--- src/rtl/cpu_mem_loader_pkg.sv ---
// ---------------------------------------------------------------------------
// cpu_mem_loader_pkg
// Shared constants and types for the CPU memory loader slice.
//   DEPTH  : entries per image (instruction and data)
//   WIDTH  : bits per image word
//   IDX_W  : width of the word counter that walks one image
//   state_t: loader FSM encoding
// ---------------------------------------------------------------------------
package cpu_mem_loader_pkg;

    localparam int DEPTH = 20;
    localparam int WIDTH = 16;
    localparam int IDX_W = 5;

    typedef enum logic [1:0] {
        IDLE   = 2'd0,
        LOAD_I = 2'd1,
        LOAD_D = 2'd2,
        RUN    = 2'd3
    } state_t;

endpackage

--- src/rtl/cpu_mem_loader_bank.sv ---
// ---------------------------------------------------------------------------
// rom_image_bank
// One register-based image (instruction or data) presented to the CPU as a
// flat set of words. A single word is written per cycle when we is high.
//   clk   : clock, rising edge
//   rst   : synchronous active-high reset, clears every entry
//   we    : write enable for this bank
//   idx   : entry to write
//   wdata : word to write
//   mem   : all DEPTH entries, registered
// ---------------------------------------------------------------------------
module rom_image_bank
    import cpu_mem_loader_pkg::*;
(
    input  logic             clk,
    input  logic             rst,
    input  logic             we,
    input  logic [IDX_W-1:0] idx,
    input  logic [WIDTH-1:0] wdata,
    output logic [WIDTH-1:0] mem [DEPTH]
);

    // Each entry compares against idx on its own, so an idx outside the
    // image can never alias onto a real entry.
    always_ff @(posedge clk) begin
        if (rst) begin
            for (int i = 0; i < DEPTH; i++) begin
                mem[i] <= '0;
            end
        end else if (we) begin
            for (int i = 0; i < DEPTH; i++) begin
                if (idx == IDX_W'(i)) begin
                    mem[i] <= wdata;
                end
            end
        end
    end

endmodule

--- src/rtl/cpu_mem_loader.sv ---
// ---------------------------------------------------------------------------
// cpu_mem_loader
// Streams an instruction image followed by a data image into two register
// banks, holding the CPU in reset until both images are complete.
//   clk                      : clock, rising edge
//   rst                      : synchronous active-high reset
//   start                    : request a full load (honoured in IDLE and RUN)
//   in_valid / in_data       : incoming word stream
//   in_ready                 : high while a load is in progress
//   irom_mem0..irom_mem19    : instruction image
//   drom_mem0..drom_mem19    : data image
//   cpu_rst                  : CPU reset, low only in RUN
//   done                     : both images loaded, CPU released
// ---------------------------------------------------------------------------
module cpu_mem_loader
    import cpu_mem_loader_pkg::*;
(
    input  logic             clk,
    input  logic             rst,
    input  logic             start,
    input  logic             in_valid,
    input  logic [WIDTH-1:0] in_data,
    output logic             in_ready,
    output logic [WIDTH-1:0] irom_mem0,
    output logic [WIDTH-1:0] irom_mem1,
    output logic [WIDTH-1:0] irom_mem2,
    output logic [WIDTH-1:0] irom_mem3,
    output logic [WIDTH-1:0] irom_mem4,
    output logic [WIDTH-1:0] irom_mem5,
    output logic [WIDTH-1:0] irom_mem6,
    output logic [WIDTH-1:0] irom_mem7,
    output logic [WIDTH-1:0] irom_mem8,
    output logic [WIDTH-1:0] irom_mem9,
    output logic [WIDTH-1:0] irom_mem10,
    output logic [WIDTH-1:0] irom_mem11,
    output logic [WIDTH-1:0] irom_mem12,
    output logic [WIDTH-1:0] irom_mem13,
    output logic [WIDTH-1:0] irom_mem14,
    output logic [WIDTH-1:0] irom_mem15,
    output logic [WIDTH-1:0] irom_mem16,
    output logic [WIDTH-1:0] irom_mem17,
    output logic [WIDTH-1:0] irom_mem18,
    output logic [WIDTH-1:0] irom_mem19,
    output logic [WIDTH-1:0] drom_mem0,
    output logic [WIDTH-1:0] drom_mem1,
    output logic [WIDTH-1:0] drom_mem2,
    output logic [WIDTH-1:0] drom_mem3,
    output logic [WIDTH-1:0] drom_mem4,
    output logic [WIDTH-1:0] drom_mem5,
    output logic [WIDTH-1:0] drom_mem6,
    output logic [WIDTH-1:0] drom_mem7,
    output logic [WIDTH-1:0] drom_mem8,
    output logic [WIDTH-1:0] drom_mem9,
    output logic [WIDTH-1:0] drom_mem10,
    output logic [WIDTH-1:0] drom_mem11,
    output logic [WIDTH-1:0] drom_mem12,
    output logic [WIDTH-1:0] drom_mem13,
    output logic [WIDTH-1:0] drom_mem14,
    output logic [WIDTH-1:0] drom_mem15,
    output logic [WIDTH-1:0] drom_mem16,
    output logic [WIDTH-1:0] drom_mem17,
    output logic [WIDTH-1:0] drom_mem18,
    output logic [WIDTH-1:0] drom_mem19,
    output logic             cpu_rst,
    output logic             done
);

    state_t           state;
    logic [IDX_W-1:0] idx;
    logic             xfer;
    logic             last_word;
    logic             irom_we;
    logic             drom_we;
    logic [WIDTH-1:0] irom_img [DEPTH];
    logic [WIDTH-1:0] drom_img [DEPTH];

    // Ready depends on the registered state alone, so the handshake has no
    // combinational path from in_valid back to in_ready.
    assign in_ready  = (state == LOAD_I) || (state == LOAD_D);
    assign xfer      = in_valid && in_ready;
    assign last_word = (idx == IDX_W'(DEPTH - 1));
    assign irom_we   = xfer && (state == LOAD_I);
    assign drom_we   = xfer && (state == LOAD_D);

    // Loader FSM with word counter and registered CPU-side outputs. Start is
    // only honoured from IDLE or RUN; in the load states it is ignored.
    always_ff @(posedge clk) begin
        if (rst) begin
            state   <= IDLE;
            idx     <= '0;
            cpu_rst <= 1'b1;
            done    <= 1'b0;
        end else begin
            case (state)
                IDLE: begin
                    if (start) begin
                        state <= LOAD_I;
                        idx   <= '0;
                    end
                end
                LOAD_I: begin
                    if (xfer) begin
                        if (last_word) begin
                            state <= LOAD_D;
                            idx   <= '0;
                        end else begin
                            idx <= idx + IDX_W'(1);
                        end
                    end
                end
                LOAD_D: begin
                    if (xfer) begin
                        if (last_word) begin
                            state   <= RUN;
                            idx     <= '0;
                            cpu_rst <= 1'b0;
                            done    <= 1'b1;
                        end else begin
                            idx <= idx + IDX_W'(1);
                        end
                    end
                end
                RUN: begin
                    if (start) begin
                        state   <= LOAD_I;
                        idx     <= '0;
                        cpu_rst <= 1'b1;
                        done    <= 1'b0;
                    end
                end
                default: begin
                    state   <= IDLE;
                    idx     <= '0;
                    cpu_rst <= 1'b1;
                    done    <= 1'b0;
                end
            endcase
        end
    end

    rom_image_bank u_irom (
        .clk   (clk),
        .rst   (rst),
        .we    (irom_we),
        .idx   (idx),
        .wdata (in_data),
        .mem   (irom_img)
    );

    rom_image_bank u_drom (
        .clk   (clk),
        .rst   (rst),
        .we    (drom_we),
        .idx   (idx),
        .wdata (in_data),
        .mem   (drom_img)
    );

    assign irom_mem0  = irom_img[0];
    assign irom_mem1  = irom_img[1];
    assign irom_mem2  = irom_img[2];
    assign irom_mem3  = irom_img[3];
    assign irom_mem4  = irom_img[4];
    assign irom_mem5  = irom_img[5];
    assign irom_mem6  = irom_img[6];
    assign irom_mem7  = irom_img[7];
    assign irom_mem8  = irom_img[8];
    assign irom_mem9  = irom_img[9];
    assign irom_mem10 = irom_img[10];
    assign irom_mem11 = irom_img[11];
    assign irom_mem12 = irom_img[12];
    assign irom_mem13 = irom_img[13];
    assign irom_mem14 = irom_img[14];
    assign irom_mem15 = irom_img[15];
    assign irom_mem16 = irom_img[16];
    assign irom_mem17 = irom_img[17];
    assign irom_mem18 = irom_img[18];
    assign irom_mem19 = irom_img[19];

    assign drom_mem0  = drom_img[0];
    assign drom_mem1  = drom_img[1];
    assign drom_mem2  = drom_img[2];
    assign drom_mem3  = drom_img[3];
    assign drom_mem4  = drom_img[4];
    assign drom_mem5  = drom_img[5];
    assign drom_mem6  = drom_img[6];
    assign drom_mem7  = drom_img[7];
    assign drom_mem8  = drom_img[8];
    assign drom_mem9  = drom_img[9];
    assign drom_mem10 = drom_img[10];
    assign drom_mem11 = drom_img[11];
    assign drom_mem12 = drom_img[12];
    assign drom_mem13 = drom_img[13];
    assign drom_mem14 = drom_img[14];
    assign drom_mem15 = drom_img[15];
    assign drom_mem16 = drom_img[16];
    assign drom_mem17 = drom_img[17];
    assign drom_mem18 = drom_img[18];
    assign drom_mem19 = drom_img[19];

endmodule
--- config.mk ---
export PLATFORM = sky130hd
export DESIGN_NAME = cpu_mem_loader
export DESIGN_NICKNAME = d
export VERILOG_FILES = /design/src/rtl/cpu_mem_loader_pkg.sv /design/src/rtl/cpu_mem_loader_bank.sv /design/src/rtl/cpu_mem_loader.sv
export SDC_FILE = /design/constraint.sdc
export NUM_CORES = 1
export LEC_CHECK = 0
export ABC_CLOCK_PERIOD_IN_PS = 2600
export CORE_AREA = 2 2 260 262
export DETAILED_ROUTE_END_ITERATION = 10
export DIE_AREA = 0 0 262 264
export PLACE_DENSITY = 0.65
export SLEW_MARGIN = 25
export SYNTH_ARGS = -nofsm -noshare
export SYNTH_HDL_FRONTEND = slang
export SYNTH_SLANG_ARGS = --single-unit
--- constraint.sdc ---
create_clock -name clk -period 2.6 [get_ports clk]
set_input_delay 0.78 -clock clk [delete_from_list [all_inputs] [get_ports clk]]
set_output_delay 0.78 -clock clk [all_outputs]
set_load 0.05 [all_outputs]
==> metrics.md <==
| Metric | Value |
|---|---|
| Layout cells sized above 1 | `0.09421` |
| Final-report max-slew violation count | `0` |
| CP required | `~1.8 ns` |
| Drt wl/cell | `roughly 24 um` |
| Distinct cells, synth | `48` |
| DR iter-0 viols | `~1,500` |
| Total clock sinks | `between 600 and 700` |
| DP Wirelength | `63.04 mm` |
| R2r worst-path depth | `5` |
| Via density | `around 5` |
| Detailed Routing Iterations Pass 1 | `6` |
| Final worst slack | `roughly 0.035 ns` |
| Post-synthesis mux area share | `0.2149` |
| Nature of the critical path startpoint | `flip-flop` |
| Total power | `roughly 22,000 uW` |
| Worst-path cell chain | `clkdlybuf4s50_1` |
| Unrepaired setup endpoints after global routing | `no` |
| Antenna Nets Post-Route | `0` |
| Die width | `around 260 um` |
| Minimum clock period | `approximately 2.6 ns` |
| Clk pin slew, worst setup/hold paths | `~0.060 ns` |
| Clk buf depth | `3` |
| Die Y | `around 260 um` |
| Main synth FF type | `dfxtp_1` |
| Synth-to-Final Area Change | `40.51%` |
| Leakage | `around 0.019 uW` |
| I/O pins | `~660` |
| Worst-Skew Late Latency | `between 0.6 and 0.7 ns` |
| Synth Cell Area | `between 20,000 and 30,000 um2` |
| Most frequent cells in the layout | `dfxtp_1, nand2b_1, mux2i_1, clkdlybuf4s50_1, dlygate4sd2_1` |
| R2R Setup Slk | `between 0.15 and 0.2 ns` |
| Post-CTS Setup Inserts | `0` |
| Buf+Inv Stages, Crit Path | `1` |
| Sequential fraction of the synthesis area | `0.5097` |
| Vias in the first global route | `just under 20,000` |
| Outcome | `finished clean` |
| Cell count after synthesis | `~2,400` |
| Crit Path Class | `reg2out` |
| Max incr delay on CP | `~0.82 ns` |
| Worst Hold Class | `reg2reg` |
| Post-Synth XOR/XNOR Area | `0` |
| Port buffer count | `~660` |
| Vias | `19,650` |
| Synthesized area per cell | `10.68 um2` |
| Synth Warn # | `0` |
| Fin nets | `between 3,000 and 4,000` |
| Final setup viols | `0` |
| Pwr dens | `618.6 nW/um2` |
| Final WL | `92.82 mm` |
| Total gr overflow | `0` |
| Simple-gate portion of the synthesized area | `0.1887` |
| Max Cap Viol | `0` |
| Initial Util | `0.3829` |
| Cell count after placement | `around 3,800` |
| Num CTS Buffers | `71` |
| Initial antenna violation count | `1` |
| Row Count | `between 90 and 100` |
| Skew final | `0.02129 ns` |
| Critical path's top delay family | `buffers and inverters` |
| Synth Register Bits | `roughly 650` |
| Remaining DRCs | `0` |
| CTS root buf | `clkbuf_16` |
| Post-Syn Nets | `approximately 2,400` |
| Final cell count without fillers | `3,931` |
| Worst slack, placed | `-0.05350 ns` |
| Max FO, Critical Path | `2` |
| Hold path start | `u_irom.mem[75]$_SDFFE_PP0P_` |
| Worst Tran Pin Value | `0.9295 ns` |
| Reg2Reg Launch Point | `idx[0]$_SDFFE_PP0P_` |
| Asr flop ratio synth | `0` |
| First-pass GRT wire length | `roughly 130 mm` |
| Largest family of logic cells by synthesized area | `multiplexers` |
| Core area | `approximately 67,000 um2` |
| CTS tree | `built` |
| Synth Area in Compound Gates | `0.03584` |
| WHS Path Cells | `2` |
| Final hold violation count | `0` |
| DIE AREA | `slightly below 70,000 um2` |
| Peak supply drop | `approximately 0.00055 V` |
| Slew HR | `0.3791` |
| Post-synth EDFFs | `0` |
| Htree depth | `3` |
| Critical Path Sink Type | `primary output` |
| Gpl congestion | `~0.85` |
| Hold endpoint | `u_irom.mem[75]$_SDFFE_PP0P_` |
| Largest net degree at the start of global routing | `between 150 and 200` |
| Slowest CP cell | `clkdlybuf4s50_1` |
| Most common cell after layout, fill and taps aside | `dfxtp_1` |
| Worst Path Arrival | `about 1.8 ns` |
| Final critical-path share of the clock period | `0.9865` |
| Post-synthesis adder-cell area fraction | `0.004418` |
| FMAX | `roughly 400 MHz` |
| Worst r2r dst | `u_irom.mem[181]$_SDFFE_PP0P_` |
| GR Util All Layers | `0.2607` |
cells by family (layout without fill, tap and decap cells):
group	count (synthesis)	count (layout)
simple gates	768	768
flops	649	649
mux	547	547
buf+inv	237	908
compound gates	176	176
fa+ha+maj	9	9
other cells	0	1
how the worst max path moves through the flow:
stage / slack (ns) / endpoint / depth (start not counted) / start
3_5_place_dp: -0.05 / u_irom.mem[63]$_SDFFE_PP0P_ / 5 / in_valid
4_1_cts: 0.0001 / irom_mem1[4] / 1 / u_irom.mem[292]$_SDFFE_PP0P_
6_report: 0.04 / drom_mem5[14] / 1 / u_drom.mem[238]$_SDFFE_PP0P_
5_1_grt: 0.0001 / irom_mem6[6] / 1 / u_irom.mem[214]$_SDFFE_PP0P_
3_3_place_gp: 0.002 / u_irom.mem[63]$_SDFFE_PP0P_ / 5 / in_valid
2_1_floorplan: 0.62 / u_irom.mem[69]$_SDFFE_PP0P_ / 9 / idx[2]$_SDFFE_PP0P_
power by group:
| group | leakage [uW] | internal, uW | switching (uW) |
|---|---|---|---|
| combinational | 0.0123 | 629 | 1060 |
| clock | 0.00118 | 6180 | 4230 |
| sequential | 0.00523 | 10000 | 49.0 |
registers in the layout, summed over array words and instances, names as in the netlist:
signal / cells
state: 2
done: 1
cpu_rst: 1
u_drom.mem: 320
u_irom.mem: 320
idx: 5
cell type report:
class                      instances  area, um2
antenna                            1      2.502
clock buffer                     100       2027
clock inverter                    27      369.1
fill                            5838      30750
inverter                           9      33.78
multi-input combinational       1500      11380
sequential                       649      12990
tap                              873       1092
timing repair buffer             772       7913
layer usage:
metal | vias to the layer above | wire [um] | global-route usage
met3 | 141 | 6436 | 0.06621
met4 | 0 | 3008 | 0.09024
met2 | 636 | 46270 | 0.4519
met5 | - | 0 | 0
met1 | 9700 | 37100 | 0.3107
li1 | 9168 | - | -
synth_stat cells (9+ instances only):
cell      number  area, um2
mux2i_1      545       5455
nand3_4       13      227.7
o21ai_0       66      330.3
nand2b_1     562       3516
nand3_1       69      345.3
nand2_1       66      247.7
nand2_2        9      56.30
buf_4         16      120.1
ha_1           9      112.6
a21oi_1      100      500.5
buf_6         24      270.3
buf_2         26      130.1
clkbuf_1     156      585.6
dfxtp_1      649      12990
timing repair:
action / CTS / global route
hold endpoints to repair: 0 / 0
gates resized for setup: 238 / 83
hold buffers: 0 / 0
setup endpoints to repair: 237 / 83
stage by stage:
| stage | utilization | setup TNS [ns] | cell area [um2] | hold WS [ns] |
|---|---|---|---|---|
| floorplan | - | 0 | 25490 | 0.4899 |
| global placement | 0.5031 | 0 | 33490 | 0.4429 |
| CTS | 0.5349 | 0 | 35600 | 0.4580 |
| detailed placement | 0.5031 | -2.370 | 33490 | 0.4495 |
| global route | 0.5380 | 0 | 35810 | 0.4796 |
| finish | 0.5380 | 0 | 35810 | 0.4554 |
(Power assumes the default switching activity.)
